<file path="src/rtl/max_msb_stream.sv">
// max_msb_stream
//   Streaming max-MSB reducer. Accepts num_beats beats of LANES signed
//   elements over a valid/ready handshake. It reports three results:
//   - the highest set-bit index over all contributing elements
//   - whether any contributing element was nonzero
//   - the (beat, lane) of the first element that reaches that index
//
// Ports
//   clk, reset           clock, synchronous active-high reset
//   start                begin a reduction (ignored while busy)
//   num_beats            beats in this reduction, clamped to BEATS_MAX
//   abs_mode             0: negatives count as zero, 1: magnitude counts
//   in_valid / in_ready  beat handshake, in_data lane i at [i*WIDTH +: WIDTH]
//   busy                 reduction in progress
//   done                 one-cycle pulse when results update
//   msb_index            highest set-bit index found
//   any_nonzero          at least one contributing element was nonzero
//   arg_beat / arg_lane  location of the first winning element
//
// state  | meaning
// IDLE   | waiting for start; holds last results
// ACCEPT | taking beats; stage-1 result of each beat folds one cycle later
// DRAIN  | folding the last beat's stage-1 result into the accumulator
// FINISH | copying the accumulator to the outputs, pulsing done
module max_msb_stream #(
    parameter int WIDTH     = 8,
    parameter int LANES     = 4,
    parameter int BEATS_MAX = 16
) (
    input  logic                             clk,
    input  logic                             reset,
    input  logic                             start,
    input  logic [$clog2(BEATS_MAX+1)-1:0]   num_beats,
    input  logic                             abs_mode,
    input  logic                             in_valid,
    output logic                             in_ready,
    input  logic [LANES*WIDTH-1:0]           in_data,
    output logic                             busy,
    output logic                             done,
    output logic [$clog2(WIDTH):0]           msb_index,
    output logic                             any_nonzero,
    output logic [$clog2(BEATS_MAX)-1:0]     arg_beat,
    output logic [$clog2(LANES)-1:0]         arg_lane
);
    localparam int NBW  = $clog2(BEATS_MAX+1);
    localparam int IDXW = $clog2(WIDTH) + 1;
    localparam int BW   = $clog2(BEATS_MAX);
    localparam int LW   = $clog2(LANES);

    typedef enum logic [1:0] {IDLE, ACCEPT, DRAIN, FINISH} state_t;

    state_t            state_q, state_d;
    logic [NBW-1:0]    num_beats_q, num_beats_d;
    logic              abs_q, abs_d;
    logic [NBW-1:0]    beat_cnt_q, beat_cnt_d;

    logic              s1_valid_q, s1_valid_d;
    logic              s1_nz_q, s1_nz_d;
    logic [IDXW-1:0]   s1_idx_q, s1_idx_d;
    logic [LW-1:0]     s1_lane_q, s1_lane_d;
    logic [BW-1:0]     s1_beat_q, s1_beat_d;

    logic              acc_nz_q, acc_nz_d;
    logic [IDXW-1:0]   acc_idx_q, acc_idx_d;
    logic [LW-1:0]     acc_lane_q, acc_lane_d;
    logic [BW-1:0]     acc_beat_q, acc_beat_d;

    logic              out_nz_q, out_nz_d;
    logic [IDXW-1:0]   out_idx_q, out_idx_d;
    logic [LW-1:0]     out_lane_q, out_lane_d;
    logic [BW-1:0]     out_beat_q, out_beat_d;
    logic              done_q, done_d;

    logic              accept;
    logic              last_beat;

    // Per-beat reduction results
    logic [WIDTH-1:0]  elem;
    logic [WIDTH:0]    mag;
    logic              e_nz;
    logic [IDXW-1:0]   e_idx;
    logic              ln_nz;
    logic [IDXW-1:0]   ln_idx;
    logic [LW-1:0]     ln_sel;

    function automatic logic [IDXW-1:0] msb_of(input logic [WIDTH:0] v);
        logic [IDXW-1:0] r;
        r = '0;
        for (int i = 0; i <= WIDTH; i++) begin
            if (v[i]) r = IDXW'(i);
        end
        return r;
    endfunction

    // Elements are ranked by {nonzero, index}, so a zero element never beats
    // a nonzero one even though both have index 0. Strict compare keeps the
    // lowest lane on ties.
    always_comb begin
        ln_nz  = 1'b0;
        ln_idx = '0;
        ln_sel = '0;
        elem   = '0;
        mag    = '0;
        e_nz   = 1'b0;
        e_idx  = '0;
        for (int i = 0; i < LANES; i++) begin
            elem = in_data[i*WIDTH +: WIDTH];
            if (elem[WIDTH-1]) begin
                // one extra bit so the most negative value has a magnitude
                mag = abs_q ? ((WIDTH+1)'(0) - {1'b1, elem}) : '0;
            end else begin
                mag = {1'b0, elem};
            end
            e_nz  = |mag;
            e_idx = msb_of(mag);
            if ({e_nz, e_idx} > {ln_nz, ln_idx}) begin
                ln_nz  = e_nz;
                ln_idx = e_idx;
                ln_sel = LW'(i);
            end
        end
    end

    assign accept    = (state_q == ACCEPT) && in_valid;
    assign last_beat = (beat_cnt_q + NBW'(1)) == num_beats_q;

    // State register
    always_ff @(posedge clk) begin
        if (reset) state_q <= IDLE;
        else       state_q <= state_d;
    end

    // Next-state logic
    always_comb begin
        state_d = state_q;
        case (state_q)
            IDLE:    if (start) state_d = (num_beats == '0) ? DRAIN : ACCEPT;
            ACCEPT:  if (accept && last_beat) state_d = DRAIN;
            DRAIN:   state_d = FINISH;
            FINISH:  state_d = IDLE;
            default: state_d = IDLE;
        endcase
    end

    // FSM outputs
    always_comb begin
        in_ready = 1'b0;
        busy     = 1'b1;
        case (state_q)
            IDLE:    busy = 1'b0;
            ACCEPT:  in_ready = 1'b1;
            default: ;
        endcase
    end

    // Datapath next values
    always_comb begin
        num_beats_d = num_beats_q;
        abs_d       = abs_q;
        beat_cnt_d  = beat_cnt_q;
        s1_valid_d  = 1'b0;
        s1_nz_d     = s1_nz_q;
        s1_idx_d    = s1_idx_q;
        s1_lane_d   = s1_lane_q;
        s1_beat_d   = s1_beat_q;
        acc_nz_d    = acc_nz_q;
        acc_idx_d   = acc_idx_q;
        acc_lane_d  = acc_lane_q;
        acc_beat_d  = acc_beat_q;
        out_nz_d    = out_nz_q;
        out_idx_d   = out_idx_q;
        out_lane_d  = out_lane_q;
        out_beat_d  = out_beat_q;
        done_d      = 1'b0;

        if (state_q == IDLE && start) begin
            num_beats_d = (num_beats > NBW'(BEATS_MAX)) ? NBW'(BEATS_MAX) : num_beats;
            abs_d       = abs_mode;
            beat_cnt_d  = '0;
            acc_nz_d    = 1'b0;
            acc_idx_d   = '0;
            acc_lane_d  = '0;
            acc_beat_d  = '0;
        end

        if (accept) begin
            s1_valid_d = 1'b1;
            s1_nz_d    = ln_nz;
            s1_idx_d   = ln_idx;
            s1_lane_d  = ln_sel;
            s1_beat_d  = BW'(beat_cnt_q);
            beat_cnt_d = beat_cnt_q + NBW'(1);
        end

        // Strictly greater: ties keep the earlier beat
        if (s1_valid_q && ({s1_nz_q, s1_idx_q} > {acc_nz_q, acc_idx_q})) begin
            acc_nz_d   = s1_nz_q;
            acc_idx_d  = s1_idx_q;
            acc_lane_d = s1_lane_q;
            acc_beat_d = s1_beat_q;
        end

        if (state_q == FINISH) begin
            out_nz_d   = acc_nz_q;
            out_idx_d  = acc_idx_q;
            out_lane_d = acc_lane_q;
            out_beat_d = acc_beat_q;
            done_d     = 1'b1;
        end
    end

    always_ff @(posedge clk) begin
        if (reset) begin
            num_beats_q <= '0;
            abs_q       <= 1'b0;
            beat_cnt_q  <= '0;
            s1_valid_q  <= 1'b0;
            s1_nz_q     <= 1'b0;
            s1_idx_q    <= '0;
            s1_lane_q   <= '0;
            s1_beat_q   <= '0;
            acc_nz_q    <= 1'b0;
            acc_idx_q   <= '0;
            acc_lane_q  <= '0;
            acc_beat_q  <= '0;
            out_nz_q    <= 1'b0;
            out_idx_q   <= '0;
            out_lane_q  <= '0;
            out_beat_q  <= '0;
            done_q      <= 1'b0;
        end else begin
            num_beats_q <= num_beats_d;
            abs_q       <= abs_d;
            beat_cnt_q  <= beat_cnt_d;
            s1_valid_q  <= s1_valid_d;
            s1_nz_q     <= s1_nz_d;
            s1_idx_q    <= s1_idx_d;
            s1_lane_q   <= s1_lane_d;
            s1_beat_q   <= s1_beat_d;
            acc_nz_q    <= acc_nz_d;
            acc_idx_q   <= acc_idx_d;
            acc_lane_q  <= acc_lane_d;
            acc_beat_q  <= acc_beat_d;
            out_nz_q    <= out_nz_d;
            out_idx_q   <= out_idx_d;
            out_lane_q  <= out_lane_d;
            out_beat_q  <= out_beat_d;
            done_q      <= done_d;
        end
    end

    assign done        = done_q;
    assign msb_index   = out_idx_q;
    assign any_nonzero = out_nz_q;
    assign arg_beat    = out_beat_q;
    assign arg_lane    = out_lane_q;

endmodule

</file>
<file path="config.mk">
export PLATFORM = sky130hd
export DESIGN_NAME = max_msb_stream
export DESIGN_NICKNAME = d
export VERILOG_FILES = /design/src/rtl/max_msb_stream.sv
export SDC_FILE = /design/constraint.sdc
export NUM_CORES = 1
export LEC_CHECK = 0
export CORE_UTILIZATION = 61
export CTS_CLUSTER_SIZE = 16
export DETAILED_ROUTE_END_ITERATION = 10
export HOLD_SLACK_MARGIN = 0.08
export PLACE_DENSITY = 0.87
export SYNTH_ARGS = -nofsm -noshare
export SYNTH_HDL_FRONTEND = slang
export SYNTH_SLANG_ARGS = --single-unit
</file>
<file path="constraint.sdc">
create_clock -name clk -period 14.3 [get_ports clk]
set_input_delay 2.145 -clock clk [delete_from_list [all_inputs] [get_ports clk]]
set_output_delay 2.145 -clock clk [all_outputs]
set_load 0.02 [all_outputs]
</file>
==> results of run 1 <==
cells by family after synthesis:
logic type / count (synthesis)
buf+inv: 64
mux: 23
flops: 48
other cells: 2
simple gates: 221
fa+ha+maj: 30
xor+xnor: 9
compound gates: 146
cells in the final DEF (no fill, tap or decap), types with 4 or more instances in the layout:
master / count
clkdlybuf4s50_1: 55
nor2_1: 51
nand2_1: 49
a21oi_1: 49
dfxtp_1: 48
inv_1: 33
ha_1: 30
o21ai_0: 25
nand3_1: 22
nor2b_1: 18
nand3b_1: 18
mux2i_1: 15
nor3b_1: 12
nand2b_1: 11
a21o_1: 7
mux2_2: 6
nor3_1: 6
a211oi_1: 6
a31oi_1: 6
o211ai_1: 6
o21a_1: 6
xnor2_1: 6
conb_1: 6
nand4_1: 5
a32oi_1: 5
clkbuf_8: 5
or2_2: 4
o22ai_1: 4
a311oi_1: 4
final cells by class:
| type | count | area share |
|---|---|---|
| Clock inverter | 3 | 0.00972 |
| Timing Repair Buffer | 58 | 0.120 |
| Inverter | 33 | 0.0260 |
| Tap cell | 77 | 0.0202 |
| Sequential cell | 48 | 0.202 |
| Clock buffer | 5 | 0.0144 |
| Multi-Input combinational cell | 435 | 0.608 |
per-layer routing:
metal / up-vias / wire, microns
li1: 2035 / -
met1: 1917 / 4340
met2: 95 / 4760
met3: 17 / 332
met4: 0 / 125
met5: - / 0
per-stage QoR:
| step | hold WS [ns] | util | cell area (sq um) |
|---|---|---|---|
| 3_5_place_dp | 0.451 | 0.724 | 4650 |
| 5_1_grt | 0.486 | 0.742 | 4760 |
| 4_1_cts | 0.461 | 0.742 | 4760 |
| 6_report | 0.456 | 0.742 | 4760 |
| 2_1_floorplan | 0.432 | - | 4120 |
| 3_3_place_gp | 0.441 | 0.724 | 4650 |
critical path: stages:
cell and delay, ns:
clkdlybuf4s50_1 0.48, inv_1 0.09, ha_1 0.31, nor3b_1 0.38, o32ai_1 0.13, o21ai_0 0.23, nor2b_1 0.31, nand3_1 0.13
inv_1 0.07, ha_1 0.13, and3_1 0.18, o21ai_0 0.14, a32oi_1 0.46, mux2_4 0.36, ha_1 0.31, a21oi_1 0.16
a21oi_1 0.08, a211o_1 0.35, and2_1 0.19, o21a_1 0.21, ha_1 0.29, nor2b_1 0.14, o21a_1 0.17, o21ai_0 0.22
a21oi_1 0.19, nor2_1 0.16, o2111ai_1 0.13, a31oi_1 0.19
path summary, 6_finish.rpt:
path                                              endpoint                       from
worst max-delay path              s1_idx_q[0]$_SDFFE_PP0P_                 in_data[0]
worst min-delay path            acc_lane_q[1]$_SDFFE_PP0P_  s1_lane_q[1]$_SDFFE_PP0P_
worst max register to register    s1_idx_q[0]$_SDFFE_PP0P_         abs_q$_SDFFE_PP0P_
worst min register to register  acc_lane_q[1]$_SDFFE_PP0P_  s1_lane_q[1]$_SDFFE_PP0P_
flip-flops by register name, summed over array words and instances, names as in the netlist:
register,cells
beat_cnt_q,5
num_beats_q,5
acc_beat_q,4
acc_idx_q,4
arg_beat,4
msb_index,4
s1_beat_q,4
s1_idx_q,4
acc_lane_q,2
arg_lane,2
s1_lane_q,2
state_q,2
abs_q,1
acc_nz_q,1
any_nonzero,1
done,1
s1_nz_q,1
s1_valid_q,1
report_power, final:
part	internal (mW)	switching (mW)
clock	0.0527	0.0482
combinational	0.0965	0.134
sequential	0.143	0.00811
==> flow_metrics.tcl, run 1 <==
set metrics [dict create \
    synth_compound_area_frac 0.235 \
    gr-usage-met2 0.507 \
    vias_per_cell 6.17 \
    ys.warnings.count 0 \
    rsz0062_at_grt "false" \
    wl_per_cell_microns 14.5 \
    initial_core_util 0.639 \
    arrival_ns 8.31 \
    synth-xor-area-share 0.0192 \
    cts_made_buffers 5 \
    synth.distinct_cells 71 \
    synth_edf_count 0 \
    synth_area_leaders "dfxtp_1, ha_1, a21oi_1, nor2_1, nand2_1" \
    antenna_found_initial 0 \
    critical_path_class "input pin to flip-flop" \
    regArea_sq_um 961 \
    cts-root-buf "clkbuf_8" \
    peakVddDrop_uv 76.7 \
    p_leak_nw 1.76 \
    use_met3 0.0297 \
    clock_path_buffers 2 \
    cts.htree.levels 2 \
    muxShareOfSynthArea 0.0604 \
    r2r_cells 26 \
    portBuffers 55 \
    fill_cells 498 \
    via_count 4064 \
    finalCritPeriodShare 0.565 \
    nNetsFinal 653 \
    pin_count 56 \
    drive_gt1_frac 0.0550 \
    yosysSeqAreaShare 0.234 \
    maxSlewHeadroom 0.429 \
    ys_ff_latch 48 \
    finalMaxSlewViolations 0 \
    first_global_vias 3891 \
    dr.first_iter.drc_count 208 \
    failed_checks "design-rule violations" \
    hold_depth 2 \
    clock_sinks 48 \
    syn_area_sq_um 4100 \
    cts_tree "yes" \
    syn_to_final_growth_pct 16.1 \
    ctsHoldBuffers 0 \
    drcViolationCount 4 \
    ant_nets 0 \
    hp-class "flip-flop to flip-flop" \
    dieArea_sq_um 7060 \
    synthAdderAreaFrac 0.0915 \
    grt_overflow 0 \
    setup_tns_ns 0 \
    synth_top_family_by_area "simple AND/OR/NAND/NOR gates" \
    grt_pass1_wl_mm 16.4 \
    drtPass1Iterations 8 \
    synth-simple-area-share 0.294 \
    cp_max_fo 10 \
    endpoint_kind "flip-flop" \
    setup.worst_path.start_class "input pin" \
    finalClockSkew_ns 0.0119 \
    core_sq_um 6420 \
    instances_no_fill 659 \
    max_clock_freq_mhz 124 \
    synth.most_common_cell "nor2_1" \
    min_period_ns 8.08 \
    worst-r2r-setup-slack_ns 8.49 \
    cp.required_ns 14.54 \
    synth_top_area_share 0.234 \
    setup_ws_ns 6.22 \
    busiest_layer "met2" \
    drv_cap 0 \
    syn_inst 543 \
    power_mw 0.483 \
    antenna_cells 0 \
    totalWireLength_mm 9.56 \
    place.gp.congestion 0.943 \
    yosysTopAreaCell "dfxtp_1" \
    post-cts-setup-buffers 0 \
    clk_pin_slew_worst_paths_ns 0.09 \
    setup_violations 0 \
    dominantRegCellSynth "dfxtp_1" \
    status "complete, but fails checks" \
    avgSynthCellArea_sq_um 7.55 \
    synth-async-reset-ratio 0 \
    die_h_microns 84.0 \
    grt_max_degree 49 \
    clk_latency_ns 0.31 \
    hold_viol 0 \
    ys_top_cells_by_count "nor2_1, a21oi_1, nand2_1, dfxtp_1, inv_1" \
    use_met1 0.338 \
    powerDensity_nw_per_um2 101 \
    cts_resized 0 \
    num_rows 29 \
    grt_usage 0.275 \
    dp_cells 651 \
    die_w_microns 84.0 \
    worstMarginPinSlew_ns 0.848 \
    multi_input_area_sq_um 2890 \
    post-dp-hpwl_mm 7.00 \
    pre_cts_ws_ns 6.00 \
]
Note: power is estimated with default switching activity, not from simulation.
==> run 2, diff against run 1 <==
- CORE_UTILIZATION: 61 -> 56
- PLACE_DENSITY: 0.87 -> 0.81
- clock period: 14.3 -> 7.7 ns (I/O delays scaled with it)
==> flow_metrics.tcl, run 2 (synthesis results as in run 1) <==
set metrics [dict create \
    vias_per_cell 5.90 \
    top_regs "beat_cnt_q (5), num_beats_q (5)" \
    peakVddDrop_uv 126 \
    core_sq_um 6940 \
    timing.rr.start "abs_q$_SDFFE_PP0P_" \
    endpoint_kind "flip-flop" \
    via_count 4001 \
    setup_violations 0 \
    p_leak_nw 1.75 \
    hp-start "s1_beat_q[1]$_SDFFE_PP0P_" \
    cts_made_buffers 5 \
    num_rows 30 \
    finalMaxSlewViolations 0 \
    worstMarginPinSlew_ns 0.779 \
    gr-usage-met2 0.456 \
    cts-root-buf "clkbuf_8" \
    hp-class "flip-flop to flip-flop" \
    hold_viol 0 \
    min_period_ns 7.10 \
    syn_to_final_growth_pct 16.3 \
    worst-path-buf-inv 3 \
    r2r_cells 26 \
    clk_latency_ns 0.29 \
    clk_pin_slew_worst_paths_ns 0.08 \
    layout_commonest_cell "clkdlybuf4s50_1" \
    powerDensity_nw_per_um2 180 \
    arrival_ns 7.32 \
    post-cts-setup-buffers 0 \
    cp_slowest_cell "clkdlybuf4s50_1" \
    ant_nets 0 \
    cp_max_fo 10 \
    critical-path-top-delay-family "compound AO/OA/AOI/OAI gates" \
    crit_path_max_incr_delay_ns 0.47 \
    max_clock_freq_mhz 141 \
    cp.required_ns 7.92 \
    fill_cells 602 \
    worst-r2r-setup-slack_ns 1.88 \
    clock_sinks 48 \
    nNetsFinal 653 \
    antenna_found_initial 0 \
    power_mw 0.856 \
    die_h_microns 87.6 \
    initial_core_util 0.591 \
    grt_overflow 0 \
    drcViolationCount 0 \
    maxSlewHeadroom 0.476 \
    drtPass1Iterations 4 \
    fin_area_sq_um 4770 \
    grt_max_degree 49 \
    placed_area_sq_um 4670 \
    finalCritPeriodShare 0.922 \
    antenna_cells 0 \
    portBuffers 55 \
    setup_tns_ns 0 \
    drv_cap 0 \
    grt_usage 0.247 \
    critical_path_class "input pin to flip-flop" \
    wl_per_cell_microns 13.6 \
    hold_depth 2 \
    place.gp.congestion 0.914 \
    pin_count 56 \
    clock_path_buffers 2 \
    status "completed" \
    totalWireLength_mm 9.25 \
    critPathMostFrequentCell "ha_1" \
    cts.htree.levels 2 \
    use_met1 0.315 \
    dr.first_iter.drc_count 185 \
    use_met3 0.0292 \
    holdPathEnd "s1_beat_q[1]$_SDFFE_PP0P_" \
    grt_pass1_wl_mm 15.7 \
    dieArea_sq_um 7670 \
    rsz0062_at_grt "false" \
    setup.worst_path.start_class "input pin" \
    first_global_vias 3686 \
    drive_gt1_frac 0.0533 \
    die_w_microns 87.6 \
    post-dp-hpwl_mm 7.00 \
    reg2reg_to "s1_idx_q[0]$_SDFFE_PP0P_" \
    layout_common_cells "clkdlybuf4s50_1, nor2_1, nand2_1, a21oi_1, dfxtp_1" \
    busiest_layer "met2" \
    cts_tree "yes" \
    finalClockSkew_ns 0.00372 \
]
==> run 2: cell count changes in the layout (fill, tap and decap cells not counted), sizes merged <==
cell / previous run / this run
clkbuf: 5 / 8
bufinv: 1 / 0
inv: 34 / 33
clkinvlp: 1 / 0
==> run 2: worst reg2reg max path, stage by stage, from the launching register on <==
cell and delay [ns]:
dfxtp_1 0.33, buf_4 0.33, nand2b_1 0.19, o21ai_0 0.10, a311oi_1 0.29, nor2b_1 0.15
nand3_1 0.12, inv_1 0.06, ha_1 0.28, and3_1 0.20, o21ai_0 0.17, a32oi_2 0.36
mux2_4 0.34, ha_1 0.32, a21oi_1 0.17, a21oi_1 0.09, a211o_1 0.35, and2_1 0.18
o21a_1 0.21, ha_1 0.29, nor2b_1 0.14, o21a_1 0.16, o21ai_0 0.24, a21oi_1 0.20
nor2_1 0.16, o2111ai_1 0.14, a31oi_1 0.17
==> run 2: worst max-delay path by stage <==
stage                          endpoint  cells after the start        from
6_report       s1_idx_q[0]$_SDFFE_PP0P_                     28  in_data[0]
5_1_grt        s1_idx_q[0]$_SDFFE_PP0P_                     28  in_data[1]
2_1_floorplan  s1_idx_q[0]$_SDFFE_PP0P_                     28  in_data[0]
4_1_cts        s1_idx_q[0]$_SDFFE_PP0P_                     28  in_data[0]
3_3_place_gp   s1_idx_q[0]$_SDFFE_PP0P_                     28  in_data[0]
3_5_place_dp   s1_idx_q[0]$_SDFFE_PP0P_                     28  in_data[0]
==> run 2: area by class of cell <==
cell class / instances / area (sq um) / area share
clock buffer: 8 / 90.1 / 0.0189
sequential: 48 / 961 / 0.201
multi-input combinational: 435 / 2900 / 0.608
tap: 96 / 120 / 0.0252
timing repair buffer: 58 / 573 / 0.120
inverter: 33 / 124 / 0.0260
==> run 2: stage by stage <==
stage / util / std cells / hold slack, ns / setup slack, ns
after detailed placement: 0.673 / 670 / 0.447 / 0.348
after global routing: 0.687 / 678 / 0.488 / 0.113
after floorplan: - / 547 / 0.432 / 1.46
final: 0.687 / 678 / 0.459 / 0.604
after CTS: 0.686 / 678 / 0.458 / 0.624
after global placement: 0.673 / 670 / 0.444 / 0.693
==> run 2: repair_timing <==
action,CTS,global route
hold buffers,0,0
gates resized for setup,0,1
hold endpoints to repair,0,0
setup endpoints to repair,0,1
==> run 2: where the power goes <==
part	internal, mW	total [mW]	switching, mW
Sequential	0.266	0.281	0.0146
Combinational	0.180	0.426	0.246
Clock	0.0733	0.149	0.0762
Total	0.520	0.856	0.337
==> run 2: per-layer routing <==
layer  share of wire  routed length (microns)  up-vias
met5               0                        0        -
met4          0.0053                       49        0
met3           0.029                      266        7
met2            0.50                     4590       89
met1            0.47                     4350     1864
li1                -                        -     2041
==> run 3, diff against run 2 <==
- HOLD_SLACK_MARGIN: 0.08 -> default
==> results of run 3 <==
The final DEF is identical to that of run 2; final timing and power are the same.
